**src/rtl/flag_ctrl_pkg.sv**
```systemverilog
// Shared definitions for the flag controller: FSM state encodings.
package flag_ctrl_pkg;

  localparam logic [1:0] ST_IDLE = 2'd0;
  localparam logic [1:0] ST_SAVE = 2'd1;
  localparam logic [1:0] ST_REST = 2'd2;

endpackage

```
**src/rtl/flag_ctrl_stack.sv**
```systemverilog
// LIFO shadow stack of saved flag words. Only the occupancy pointer is reset;
// storage holds whatever was last pushed.
module flag_stack #(
  parameter int WIDTH = 16,
  parameter int DEPTH = 4
) (
  input  logic                         clk,
  input  logic                         rst_n,
  input  logic                         push_i,
  input  logic                         pop_i,
  input  logic [WIDTH-1:0]             wdata_i,
  output logic [WIDTH-1:0]             rdata_o,
  output logic                         full_o,
  output logic                         empty_o,
  output logic [$clog2(DEPTH+1)-1:0]   count_o
);

  localparam int CW = $clog2(DEPTH+1);
  localparam int AW = (DEPTH > 1) ? $clog2(DEPTH) : 1;

  logic [WIDTH-1:0] mem_q [DEPTH];
  logic [CW-1:0]    cnt_q, cnt_d;
  logic [AW-1:0]    wr_idx, rd_idx;

  assign wr_idx  = AW'(cnt_q);
  assign rd_idx  = AW'(cnt_q - CW'(1));
  assign full_o  = (cnt_q == CW'(DEPTH));
  assign empty_o = (cnt_q == '0);
  assign rdata_o = mem_q[rd_idx];
  assign count_o = cnt_q;

  always_comb begin
    cnt_d = cnt_q;
    if (push_i && !full_o)
      cnt_d = cnt_q + CW'(1);
    else if (pop_i && !empty_o)
      cnt_d = cnt_q - CW'(1);
  end

  always_ff @(posedge clk or negedge rst_n) begin
    if (!rst_n) cnt_q <= '0;
    else        cnt_q <= cnt_d;
  end

  always_ff @(posedge clk) begin
    if (push_i && !full_o) mem_q[wr_idx] <= wdata_i;
  end

endmodule

```
**src/rtl/flag_ctrl.sv**
```systemverilog
// Processor flag register with prioritised update sources (restore, save,
// software write, ALU) and a shadow stack for nested interrupt entry/return.
module flag_ctrl
  import flag_ctrl_pkg::*;
#(
  parameter int               WIDTH     = 16,
  parameter int               DEPTH     = 4,
  parameter logic [WIDTH-1:0] ENTRY_VAL = '0
) (
  input  logic                       clk,
  input  logic                       reset,
  input  logic                       alu_valid,
  input  logic [WIDTH-1:0]           alu_flags,
  input  logic [WIDTH-1:0]           alu_mask,
  output logic                       alu_stall,
  input  logic                       sw_req,
  input  logic [WIDTH-1:0]           sw_data,
  output logic                       sw_ack,
  input  logic                       save_req,
  output logic                       save_ack,
  input  logic                       rest_req,
  output logic                       rest_ack,
  input  logic                       err_clr,
  output logic [WIDTH-1:0]           flags,
  output logic [$clog2(DEPTH+1)-1:0] depth,
  output logic                       busy,
  output logic                       ovf_err,
  output logic                       unf_err
);

  logic [1:0]       state_q, state_d;
  logic [WIDTH-1:0] flags_q, flags_d;
  logic             ovf_q, ovf_d, unf_q, unf_d;
  logic             idle, push, pop, full, empty;
  logic [WIDTH-1:0] stk_top;

  flag_stack #(.WIDTH(WIDTH), .DEPTH(DEPTH)) u_stack (
    .clk     (clk),
    .rst_n   (reset),
    .push_i  (push),
    .pop_i   (pop),
    .wdata_i (flags_q),
    .rdata_o (stk_top),
    .full_o  (full),
    .empty_o (empty),
    .count_o (depth)
  );

  assign idle      = (state_q == ST_IDLE);
  assign busy      = ~idle;
  assign save_ack  = (state_q == ST_SAVE);
  assign rest_ack  = (state_q == ST_REST);
  assign sw_ack    = idle & ~rest_req & ~save_req & sw_req;
  assign alu_stall = alu_valid & ~(idle & ~rest_req & ~save_req & ~sw_req);
  assign push      = save_ack & ~full;
  assign pop       = rest_ack & ~empty;

  always_comb begin
    state_d = state_q;
    flags_d = flags_q;
    case (state_q)
      ST_IDLE: begin
        if (rest_req)       state_d = ST_REST;
        else if (save_req)  state_d = ST_SAVE;
        else if (sw_req)    flags_d = sw_data;
        else if (alu_valid) flags_d = (flags_q & ~alu_mask) | (alu_flags & alu_mask);
      end
      ST_SAVE: begin
        state_d = ST_IDLE;
        if (push) flags_d = ENTRY_VAL;
      end
      ST_REST: begin
        state_d = ST_IDLE;
        if (pop) flags_d = stk_top;
      end
      default: state_d = ST_IDLE;
    endcase
  end

  // A new error in the same cycle takes precedence over err_clr.
  assign ovf_d = (save_ack & full)  | (ovf_q & ~err_clr);
  assign unf_d = (rest_ack & empty) | (unf_q & ~err_clr);

  always_ff @(posedge clk or negedge reset) begin
    if (!reset) begin
      state_q <= ST_IDLE;
      flags_q <= '0;
      ovf_q   <= 1'b0;
      unf_q   <= 1'b0;
    end else begin
      state_q <= state_d;
      flags_q <= flags_d;
      ovf_q   <= ovf_d;
      unf_q   <= unf_d;
    end
  end

  assign flags   = flags_q;
  assign ovf_err = ovf_q;
  assign unf_err = unf_q;

endmodule

```
**config.mk**
```make
export PLATFORM = sky130hd
export DESIGN_NAME = flag_ctrl
export DESIGN_NICKNAME = d
export VERILOG_FILES = /design/src/rtl/flag_ctrl_pkg.sv /design/src/rtl/flag_ctrl_stack.sv /design/src/rtl/flag_ctrl.sv
export SDC_FILE = /design/constraint.sdc
export NUM_CORES = 1
export LEC_CHECK = 0
export ABC_AREA = 1
export BUFFER_PORTS_ARGS = -buffer_cell sky130_fd_sc_hd__buf_2
export CORE_MARGIN = 8
export CORE_UTILIZATION = 45
export CTS_BUF_LIST = sky130_fd_sc_hd__clkbuf_4
export DETAILED_ROUTE_END_ITERATION = 8
export PLACE_DENSITY = 0.69
export SKIP_LAST_GASP = 1
export SLEW_MARGIN = 20
export SYNTH_ARGS = -nofsm -noshare
export SYNTH_HDL_FRONTEND = slang
export SYNTH_SLANG_ARGS = --single-unit
```
**constraint.sdc**
```tcl
create_clock -name clk -period 6.1 [get_ports clk]
set_clock_uncertainty 0.1 [all_clocks]
set_input_delay 0 -clock clk [delete_from_list [all_inputs] [get_ports clk]]
set_output_delay 0 -clock clk [all_outputs]
set_load 0.02 [all_outputs]
```
* Yosys cells after proc, flatten, opt, wreduce, memory -nomap -nowiden
Memories as Yosys holds them, arrays and structs flattened.
Index checks and enable logic that the tools add are counted.
** Word-level totals
- Register bits :: 23
- Memories :: 1
- RAM bits :: 64
- Output and inout port bits :: 26
- Input bits :: 55
- Word-level logic and storage cells :: 65
** Memories
- u_stack.mem_q :: depth 4, width 16, read ports 1, clocked after memory_dff 0, write ports 1, RTL line flag_ctrl_stack.sv:21 : logic [WIDTH-1:0] mem_q [DEPTH];
** Cells by class
- Eq/ne operators :: 9
- Reductions and logical operators :: 9
- $add $sub $neg :: 2
- Multiplexer cells :: 14
- Bitwise operators :: 25
** Operator list (count)
- $mux 16 :: 6
- $pmux 16 s3 :: 1
- $and 16x16->16 :: 2
- $not 16->16 :: 1
- $or 16x16->16 :: 1
- $and 1x1->1 :: 11
- $not 1->1 :: 8
- $mux 2 :: 3
- $mux 3 :: 2
- $ne 3x3->1 const B :: 2
- $reduce_and 6->1 :: 1
- $ne 2x1->1 const B :: 2
- $ne 2x2->1 const B :: 2
- $add 3x1->3 const B :: 1
- $eq 3x3->1 const B :: 1
- $logic_not 3->1 :: 1
- $reduce_bool 3->1 :: 1
- $sub 3x1->3 const B :: 1
- $eq 2x1->1 const B :: 1
- $eq 2x2->1 const B :: 1
- $logic_and 1x1->1 :: 2
- $logic_not 1->1 :: 2
- $logic_not 2->1 :: 1
- $mux 1 :: 2
- 2 further kinds :: 3

* Longest topological paths before layout
Gate-level depths: netlist of the first run.
- Word-level depth :: 8
- Gate-level depth with buffers :: 12
- Gate-level depth less buffers :: 9

* Cells and area by module
A second synthesis of the first run with hierarchy kept.
** Second synthesis, totals
- Cell total of the unflattened synthesis :: 503
- Area total of the unflattened synthesis :: 4471.8 um^2
** Modules (own cells, without submodules)
- flag_stack :: sequential area each 1996.9 um^2, instances 1, cells each 233, area an instance 2820.2 um^2
- flag_ctrl :: sequential area each 500.5 um^2, instances 1, cells each 270, area an instance 1651.6 um^2

* Least setup slack after synthesis of the first run
No wires, ideal clock.
- Path type :: register to register
- From :: register u_stack.cnt_q[0], in the netlist u_stack.count_o[0]
- To :: memory u_stack.mem_q[1][0], enable pin
- Setup time :: 0.389 ns
- Slack :: 3.398 ns
- Clock period less this slack :: 2.702 ns
- Required time :: 5.611 ns
- Cell stages (with the launch flop) :: 8
- Arrival time :: 2.214 ns
- Path buffers :: 2
- Cell sequence :: dfrtp_1 -> buf_2 -> inv_2 -> buf_2 -> ha_1 -> a21boi_1 -> inv_1 -> nor2_1
** Between the ends
- Longest elaborated chain between the ends :: 6
- Elaborated cells on any way between the ends :: 7
- Those cells by class :: eq/ne (1); mux (2); bitwise (2); reduce/logical (2)
** Ends and longest elaborated chain
- from (decl) :: RTL line flag_ctrl_stack.sv:22 : logic [CW-1:0] cnt_q, cnt_d;
- from (signal assigned) :: RTL line flag_ctrl_stack.sv:42 : else cnt_q <= cnt_d;
- $eq 3x3->1 :: RTL line flag_ctrl_stack.sv:27 : assign full_o = (cnt_q == CW'(DEPTH));
- $not 1->1 :: RTL line flag_ctrl.sv:55 : assign push = save_ack & ~full;
- $and 1x1->1 :: RTL line flag_ctrl.sv:55
- $logic_and 1x1->1 :: RTL line flag_ctrl_stack.sv:46 : if (push_i && !full_o) mem_q[wr_idx] <= wdata_i;
- $mux 1 :: RTL line flag_ctrl_stack.sv:46
- $mux 1 (not written as such) :: RTL line flag_ctrl_stack.sv:46
- to (decl) :: RTL line flag_ctrl_stack.sv:21
Several ways; a longest one is shown, not always the timed one.

==> results of run 1 <==
==> final cells by class <==
type	instances	area, um^2
sequential	87	2500
timing repair buffer	129	881
inverter	36	135
fill	786	3880
clock buffer	9	67.6
multi-input combinational	320	1520
antenna	1	2.50
clock inverter	7	78.8
tap	111	139
==> layer usage <==
| layer | routed length [um] | share of wire | vias up | GRT usage |
|---|---|---|---|---|
| met5 | 0 | 0 | - | 0 |
| met4 | 225 | 0.020 | 0 | 0.0719 |
| met3 | 600 | 0.054 | 15 | 0.0335 |
| met2 | 5690 | 0.51 | 122 | 0.307 |
| met1 | 4670 | 0.42 | 1714 | 0.211 |
| li1 | - | - | 1774 | - |
==> worst min-delay path by stage <==
stage / cells past startpoint / startpoint / slack, ns / end
2_1_floorplan: 0 / reset / -0.40 / asynchronous set/reset pin
3_3_place_gp: 1 / reset / -0.07 / state_q[1]
3_5_place_dp: 1 / reset / -0.04 / state_q[0]
4_1_cts: 3 / err_clr / 0.15 / ovf_err
5_1_grt: 3 / err_clr / 0.17 / unf_err
6_report: 3 / err_clr / 0.17 / ovf_err
==> cells in the final DEF, fill, tap and decap left out, types with 3 or more instances in the layout <==
master,netlist,routed
sky130_fd_sc_hd__o21ai_0,8,8
sky130_fd_sc_hd__nand2_1,184,184
sky130_fd_sc_hd__buf_4,2,4
sky130_fd_sc_hd__inv_2,5,5
sky130_fd_sc_hd__o211ai_1,16,16
sky130_fd_sc_hd__clkinvlp_4,0,3
sky130_fd_sc_hd__nand3_1,52,52
sky130_fd_sc_hd__edfxtp_1,64,64
sky130_fd_sc_hd__nor3_1,13,13
sky130_fd_sc_hd__dfrtp_1,23,22
sky130_fd_sc_hd__ha_1,10,10
sky130_fd_sc_hd__nor2_1,24,24
sky130_fd_sc_hd__dlygate4sd3_1,0,45
sky130_fd_sc_hd__clkbuf_4,0,9
sky130_fd_sc_hd__buf_2,10,80
sky130_fd_sc_hd__nor3_2,3,3
sky130_fd_sc_hd__inv_1,31,31
sky130_fd_sc_hd__inv_6,0,3
==> worst max-delay path: cells and delay by family (launching register included) <==
| kind | cells | cell delay [ns] |
|---|---|---|
| fa+ha+maj | 1 | 0.86 |
| buf+inv | 4 | 1.86 |
| flops | 1 | 0.82 |
| simple gates | 5 | 0.48 |
==> cells by family after synthesis <==
family | synth area share
adders and majority gates | 0.0294
xor gates and xnor gates | 0.00412
AOI/OAI and AO/OA | 0.0435
buffers and inverters | 0.0567
and+or+nand+nor | 0.280
DFF | 0.587
==> power groups by stage <==
stage	clock (mW)	combinational, mW	sequential, mW
2_1_floorplan	0	0.602	0.949
3_3_place_gp	0	0.848	0.947
3_5_place_dp	0	0.872	0.951
4_1_cts	0.339	0.983	0.938
5_1_grt	0.362	1.09	0.958
6_report	0.331	0.982	0.937
==> through the flow <==
stage | cell area, um^2 | hold WS, ns | std cells | util | worst slack (ns)
5_1_grt | 5320 | 0.168 | 700 | 0.579 | 1.69
6_report | 5320 | 0.165 | 700 | 0.579 | 1.89
3_5_place_dp | 4720 | -0.0449 | 638 | 0.513 | 2.49
4_1_cts | 5320 | 0.147 | 699 | 0.578 | 1.43
2_1_floorplan | 4260 | -0.396 | 462 | - | 3.40
3_3_place_gp | 4720 | -0.0655 | 638 | 0.513 | 2.56
==> synth_stat cells <==
cell and count:
sky130_fd_sc_hd__a21boi_1 1, sky130_fd_sc_hd__a31oi_1 1, sky130_fd_sc_hd__buf_2 10, sky130_fd_sc_hd__buf_4 2, sky130_fd_sc_hd__buf_6 2, sky130_fd_sc_hd__clkbuf_1 5, sky130_fd_sc_hd__dfrtp_1 23, sky130_fd_sc_hd__edfxtp_1 64
sky130_fd_sc_hd__ha_1 10, sky130_fd_sc_hd__inv_1 31, sky130_fd_sc_hd__inv_2 5, sky130_fd_sc_hd__nand2_1 184, sky130_fd_sc_hd__nand2_2 1, sky130_fd_sc_hd__nand3_1 52, sky130_fd_sc_hd__nand3_2 1, sky130_fd_sc_hd__nand3_4 1
sky130_fd_sc_hd__nor2_1 24, sky130_fd_sc_hd__nor2_8 1, sky130_fd_sc_hd__nor3_1 13, sky130_fd_sc_hd__nor3_2 3, sky130_fd_sc_hd__o211ai_1 16, sky130_fd_sc_hd__o21ai_0 8, sky130_fd_sc_hd__o21ai_1 1, sky130_fd_sc_hd__o22ai_1 1
sky130_fd_sc_hd__xnor2_1 1, sky130_fd_sc_hd__xor2_1 1
==> results.md, run 1 <==
- outcome: complete, no violations
- latest clock arrival within the worst-skew pair: 0.43 ns
- proportion of total power due to net switching: 0.425
- Reg2Reg Setup Slack: 1.89 ns
- clk sink count: 87
- total net switching power: 0.957 mW
- synthesized area per cell: 9.21 um^2
- post-synthesis instance total: 462
- maximum cell stage delay along the critical path: 0.86 ns
- kind of capture point of the worst setup path: flip-flop
- setup total negative slack: 0 ns
- Power Density: 423 nW/um^2
- count of endpoints failing setup in the final report: 0
- Pre-antenna DRT Iters: 5
- Warnings, synthesis: 0
- Chip Width: 113 um
- antenna violations before repair: 1
- leftover overflow at the end of global routing: 0
- post-detailed-placement half-perimeter wirelength: 7380 um
- DIE AREA: 12800 um^2
- per-cell via count in the routed design: 5.18
- DRC errors left: 0
- number of synthesized register bits: 87
- number of clock buffers inserted by TritonCTS: 9
- total vias in the final route: 3625
- wire length of the first global-routing pass: 17800 um
- CP dominant cell by count: sky130_fd_sc_hd__nand2_1
- worst path arrival time: 4.48 ns
- critical path fanouts, max: 37
- cell at the root of the clock tree: sky130_fd_sc_hd__clkbuf_4
- Final period util: 0.690
- final hold violation count: 0
- Internal Pwr Total: 1.29 mW
- Setup CP Type: flip-flop to flip-flop
- fraction of layout cells with a size suffix above 1: 0.192
- post-layout net count: 648
- Layout area overhead: 25.0%
- required time at the endpoint of the critical path: 6.37 ns
- max-capacitance violation count: 0
- drt first-iter violations: 238
- Core Region: 9200 um^2
- worst-case vdd ir drop: 0.223 mV
- CTS tree: done
- sequential cell fraction of total power: 0.416
- wire length per cell: 16.0 um
- share of the yosys chip area belonging to registers: 0.587
- leading area contributor after synthesis: sky130_fd_sc_hd__edfxtp_1
- antenna viol nets, final: 0
- number of input and output port buffers inserted: 80
- Clock power frac: 0.147
- number of distinct library cells after synthesis: 26
- Worst Tran Pin Value: 0.724 ns
- Worst slew margin: 0.516
- biggest area contributors in the synthesized netlist: sky130_fd_sc_hd__edfxtp_1 45%, sky130_fd_sc_hd__nand2_1 16%, sky130_fd_sc_hd__dfrtp_1 14%
- row count: 35
- chip height: 113 um
- largest buffer count on any clock path: 2
- chain of cells forming the critical path: inv_2, ha_1, inv_2, nand3_1, nand3_1, nand2_1, nand2_1, dlygate4sd3_1, nand2_1, dlygate4sd3_1
- area fraction of the dominant cell type after synthesis: 0.451
- post-CTS setup-driven buffer insertion count: 0
- worst min-delay path category: input port to flip-flop
- clock transition at the registers of the reported paths: 0.15 ns
- cell with the biggest individual delay on the critical path: sky130_fd_sc_hd__ha_1
- Placer Congestion: 0.820
- Achievable Freq: 0.238 GHz
- post-layout min period: 4.21 ns
- part of the power in combinational logic: 0.436
- RSZ-0062 raised after global routing: false
- Worst R2R Start: u_stack.count_o[0]
- # H-tree levels: 3
- global-route usage over all layers: 0.177
- type of origin of the critical path: flip-flop
- total I/O pin count: 81
- WL final: 11200 um
- startpoint of the worst setup timing path: u_stack.count_o[0]
- post-synth design cell area: 4260 um^2
- net count of the mapped netlist: 527
- overall power of the completed layout: 2.25 mW
- static leakage power: 2.42 nW
- count of hold-fix buffers inserted at cts: 45
- pin count of the biggest net entering global routing: 38
- number of gates resized after cts: 0
- max-slew violations: 0
- vias in the first global route: 3527
- Worst Reg-to-Reg Cells: 10
- Initial Utilization: 0.463
(Power assumes the default switching activity.)
==> run 2, diff against run 1 <==
Clock period 6.1 ns to 3.9 ns, I/O delays scaled along.
==> run 2 against run 1 <==
  * Sequential power rose by 49%
  * Sequential cell count did not move
  * Global-route usage rose by 1.0 points
  * Non-clock buffer count rose by 6
==> results.md, run 2 (synthesis results as in run 1) <==
- post-layout instance count excluding filler cells: 706, +0.86%
- startpoint of the worst setup timing path: u_stack.count_o[0]
- CP dominant cell by count: sky130_fd_sc_hd__nand2_1
- wire length per cell: 16.4 um, +2.7%
- pre-CTS setup slack: 1.37 ns, -1.12 ns
- post-layout net count: 654, +0.93%
- Setup CP Type: flip-flop to flip-flop
- WL final: 11600 um, +3.6%
- Power Density: 651 nW/um^2, +54%
- sequential cell fraction of total power: 0.403, -0.013
- clock transition at the registers of the reported paths: 0.13 ns, -0.02 ns
- post-CTS setup-driven buffer insertion count: 0, unchanged
- Clock power frac: 0.123, -0.024
- DIE AREA: 12800 um^2, unchanged
- type of origin of the critical path: flip-flop
- Internal Pwr Total: 1.99 mW, +54%
- Initial Utilization: 0.463, unchanged
- PnR worst setup slack: 0.315 ns, -1.58 ns
- largest buffer count on any clock path: 2, unchanged
- leftover overflow at the end of global routing: 0, unchanged
- Achievable Freq: 0.279 GHz, +17%
- per-cell via count in the routed design: 5.25, +1.3%
- antenna viol nets, final: 0, unchanged
- row count: 35, unchanged
- Final period util: 0.919, +0.229
- pin count of the biggest net entering global routing: 37, -2.6%
- chip height: 113 um, unchanged
- total net switching power: 1.48 mW, +55%
- Worst Tran Pin Value: 0.715 ns, -0.00892 ns
- total vias in the final route: 3705, +2.2%
- vias in the first global route: 3853, +9.2%
- worst-case vdd ir drop: 0.409 mV, +83%
- global-route usage over all layers: 0.187, +0.0102
- cell with the biggest individual delay on the critical path: sky130_fd_sc_hd__ha_1
- Pre-antenna DRT Iters: 4, -1
- Worst Reg-to-Reg Cells: 11, +1
- count of endpoints failing setup in the final report: 0, unchanged
- Placer Congestion: 0.774, -5.6%
- commonest cells after routing, fill and taps aside: 184 x sky130_fd_sc_hd__nand2_1, 80 x sky130_fd_sc_hd__buf_2, 64 x sky130_fd_sc_hd__edfxtp_1
- setup total negative slack: 0 ns, unchanged
- Reg2Reg Setup Slack: 0.32 ns, -1.58 ns
- proportion of total power due to net switching: 0.426, +0.00109
- max-capacitance violation count: 0, unchanged
- maximum cell stage delay along the critical path: 0.68 ns, -0.18 ns
- latest clock arrival within the worst-skew pair: 0.42 ns, about the same
- drt first-iter violations: 285, +20%
- part of the power in combinational logic: 0.474, +0.038
- cell at the root of the clock tree: sky130_fd_sc_hd__clkbuf_4
- static leakage power: 2.43 nW, +0.39%
- number of gates resized after cts: 0, unchanged
- critical path fanouts, max: 35, -5.4%
- Worst R2R Start: u_stack.count_o[0]
- wire length of the first global-routing pass: 18900 um, +6.1%
- Worst slew margin: 0.523, +0.00711
- kind of capture point of the worst setup path: flip-flop
- final hold violation count: 0, unchanged
- CTS tree: done
- outcome: complete, no violations
- antenna violations before repair: 1, unchanged
- post-layout min period: 3.58 ns, -0.624 ns
- clk sink count: 87, unchanged
- required time at the endpoint of the critical path: 4.17 ns, -2.20 ns
- DRC errors left: 0, unchanged
- Core Region: 9200 um^2, unchanged
- chain of cells forming the critical path: inv_2, buf_4, ha_1, inv_2, nand3_1, nand3_1, nand2_1, nand2_1, dlygate4sd3_1, nand2_1, dlygate4sd3_1
- total I/O pin count: 81, unchanged
- commonest non-fill, non-tap cell in the layout: sky130_fd_sc_hd__nand2_1
- # H-tree levels: 3, unchanged
- max-slew violations: 0, unchanged
- worst path arrival time: 3.85 ns, -0.63 ns
- fraction of layout cells with a size suffix above 1: 0.189, -0.00362
- number of input and output port buffers inserted: 80, unchanged
- number of clock buffers inserted by TritonCTS: 9, unchanged
- post-detailed-placement half-perimeter wirelength: 7480 um, +1.3%
- worst min-delay path category: input port to asynchronous set/reset pin
- Chip Width: 113 um, unchanged
- count of fill cells added during filler insertion: 796, +1.3%
- RSZ-0062 raised after global routing: false
- # placed instances: 640, +0.31%
- Layout area overhead: 25.3%
[run 2: cell types whose count changed in the layout (fill, tap and decap cells not counted), sizes merged]
| cell | delta |
|---|---|
| clkinvlp | -2 |
| clkinv | +4 |
| bufinv | -1 |
| inv | -3 |
| buf | +2 |
| dlygate4sd3 | +4 |
| clkbuf | +2 |
[run 2: layout make-up]
type / instances / area [um^2] / share of cell area
sequential: 87 / 2500 / 0.468
timing repair buffer: 135 / 936 / 0.175
clock inverter: 5 / 25.0 / 0.00469
clock buffer: 11 / 82.6 / 0.0155
tap: 111 / 139 / 0.0260
inverter: 36 / 135 / 0.0253
antenna: 1 / 2.50 / 0.000469
multi-input combinational: 320 / 1520 / 0.284
[run 2: how the worst min path moves through the flow]
stage                                       endpoint  slack (ns)
after floorplan           asynchronous set/reset pin       -0.40
after global placement                    state_q[0]       -0.06
after detailed placement                  state_q[1]       -0.06
after CTS                 asynchronous set/reset pin        0.01
after global routing      asynchronous set/reset pin        0.02
final                     asynchronous set/reset pin       0.005
[run 2: power by group through the flow]
stage / combinational, mW / clock, mW / sequential [mW]
finish: 1.65 / 0.426 / 1.40
global route: 1.83 / 0.470 / 1.43
CTS: 1.64 / 0.433 / 1.40
detailed placement: 1.44 / 0 / 1.42
global placement: 1.40 / 0 / 1.41
floorplan: 0.942 / 0 / 1.48
[run 2: worst max-delay path: cells and delay by family (launching register included)]
family / cells / cell delay, ns
fa+ha+maj: 1 / 0.68
simple gates: 5 / 0.49
flops: 1 / 0.41
buf+inv: 5 / 1.84
[run 2: routing by layer]
metal | track usage | wire length (um) | up-vias
li1 | - | - | 1788
met4 | 0.0808 | 254 | 0
met1 | 0.221 | 4720 | 1777
met2 | 0.324 | 6010 | 120
met5 | 0 | 0 | -
met3 | 0.0378 | 600 | 20
[run 2: timing repair]
item                                   in CTS  in global routing
setup endpoints to repair                   0                  0
endpoints found under the hold margin      43                  0
hold buffers                               49                  0
[run 2: metrics by stage]
step	hold slack (ns)	utilization	area (um^2)	power, mW
global placement	-0.0636	0.515	4730	2.81
global route	0.0164	0.580	5340	3.73
CTS	0.0129	0.580	5330	3.47
finish	0.00510	0.580	5340	3.47
detailed placement	-0.0598	0.515	4730	2.86
floorplan	-0.396	-	4260	2.43
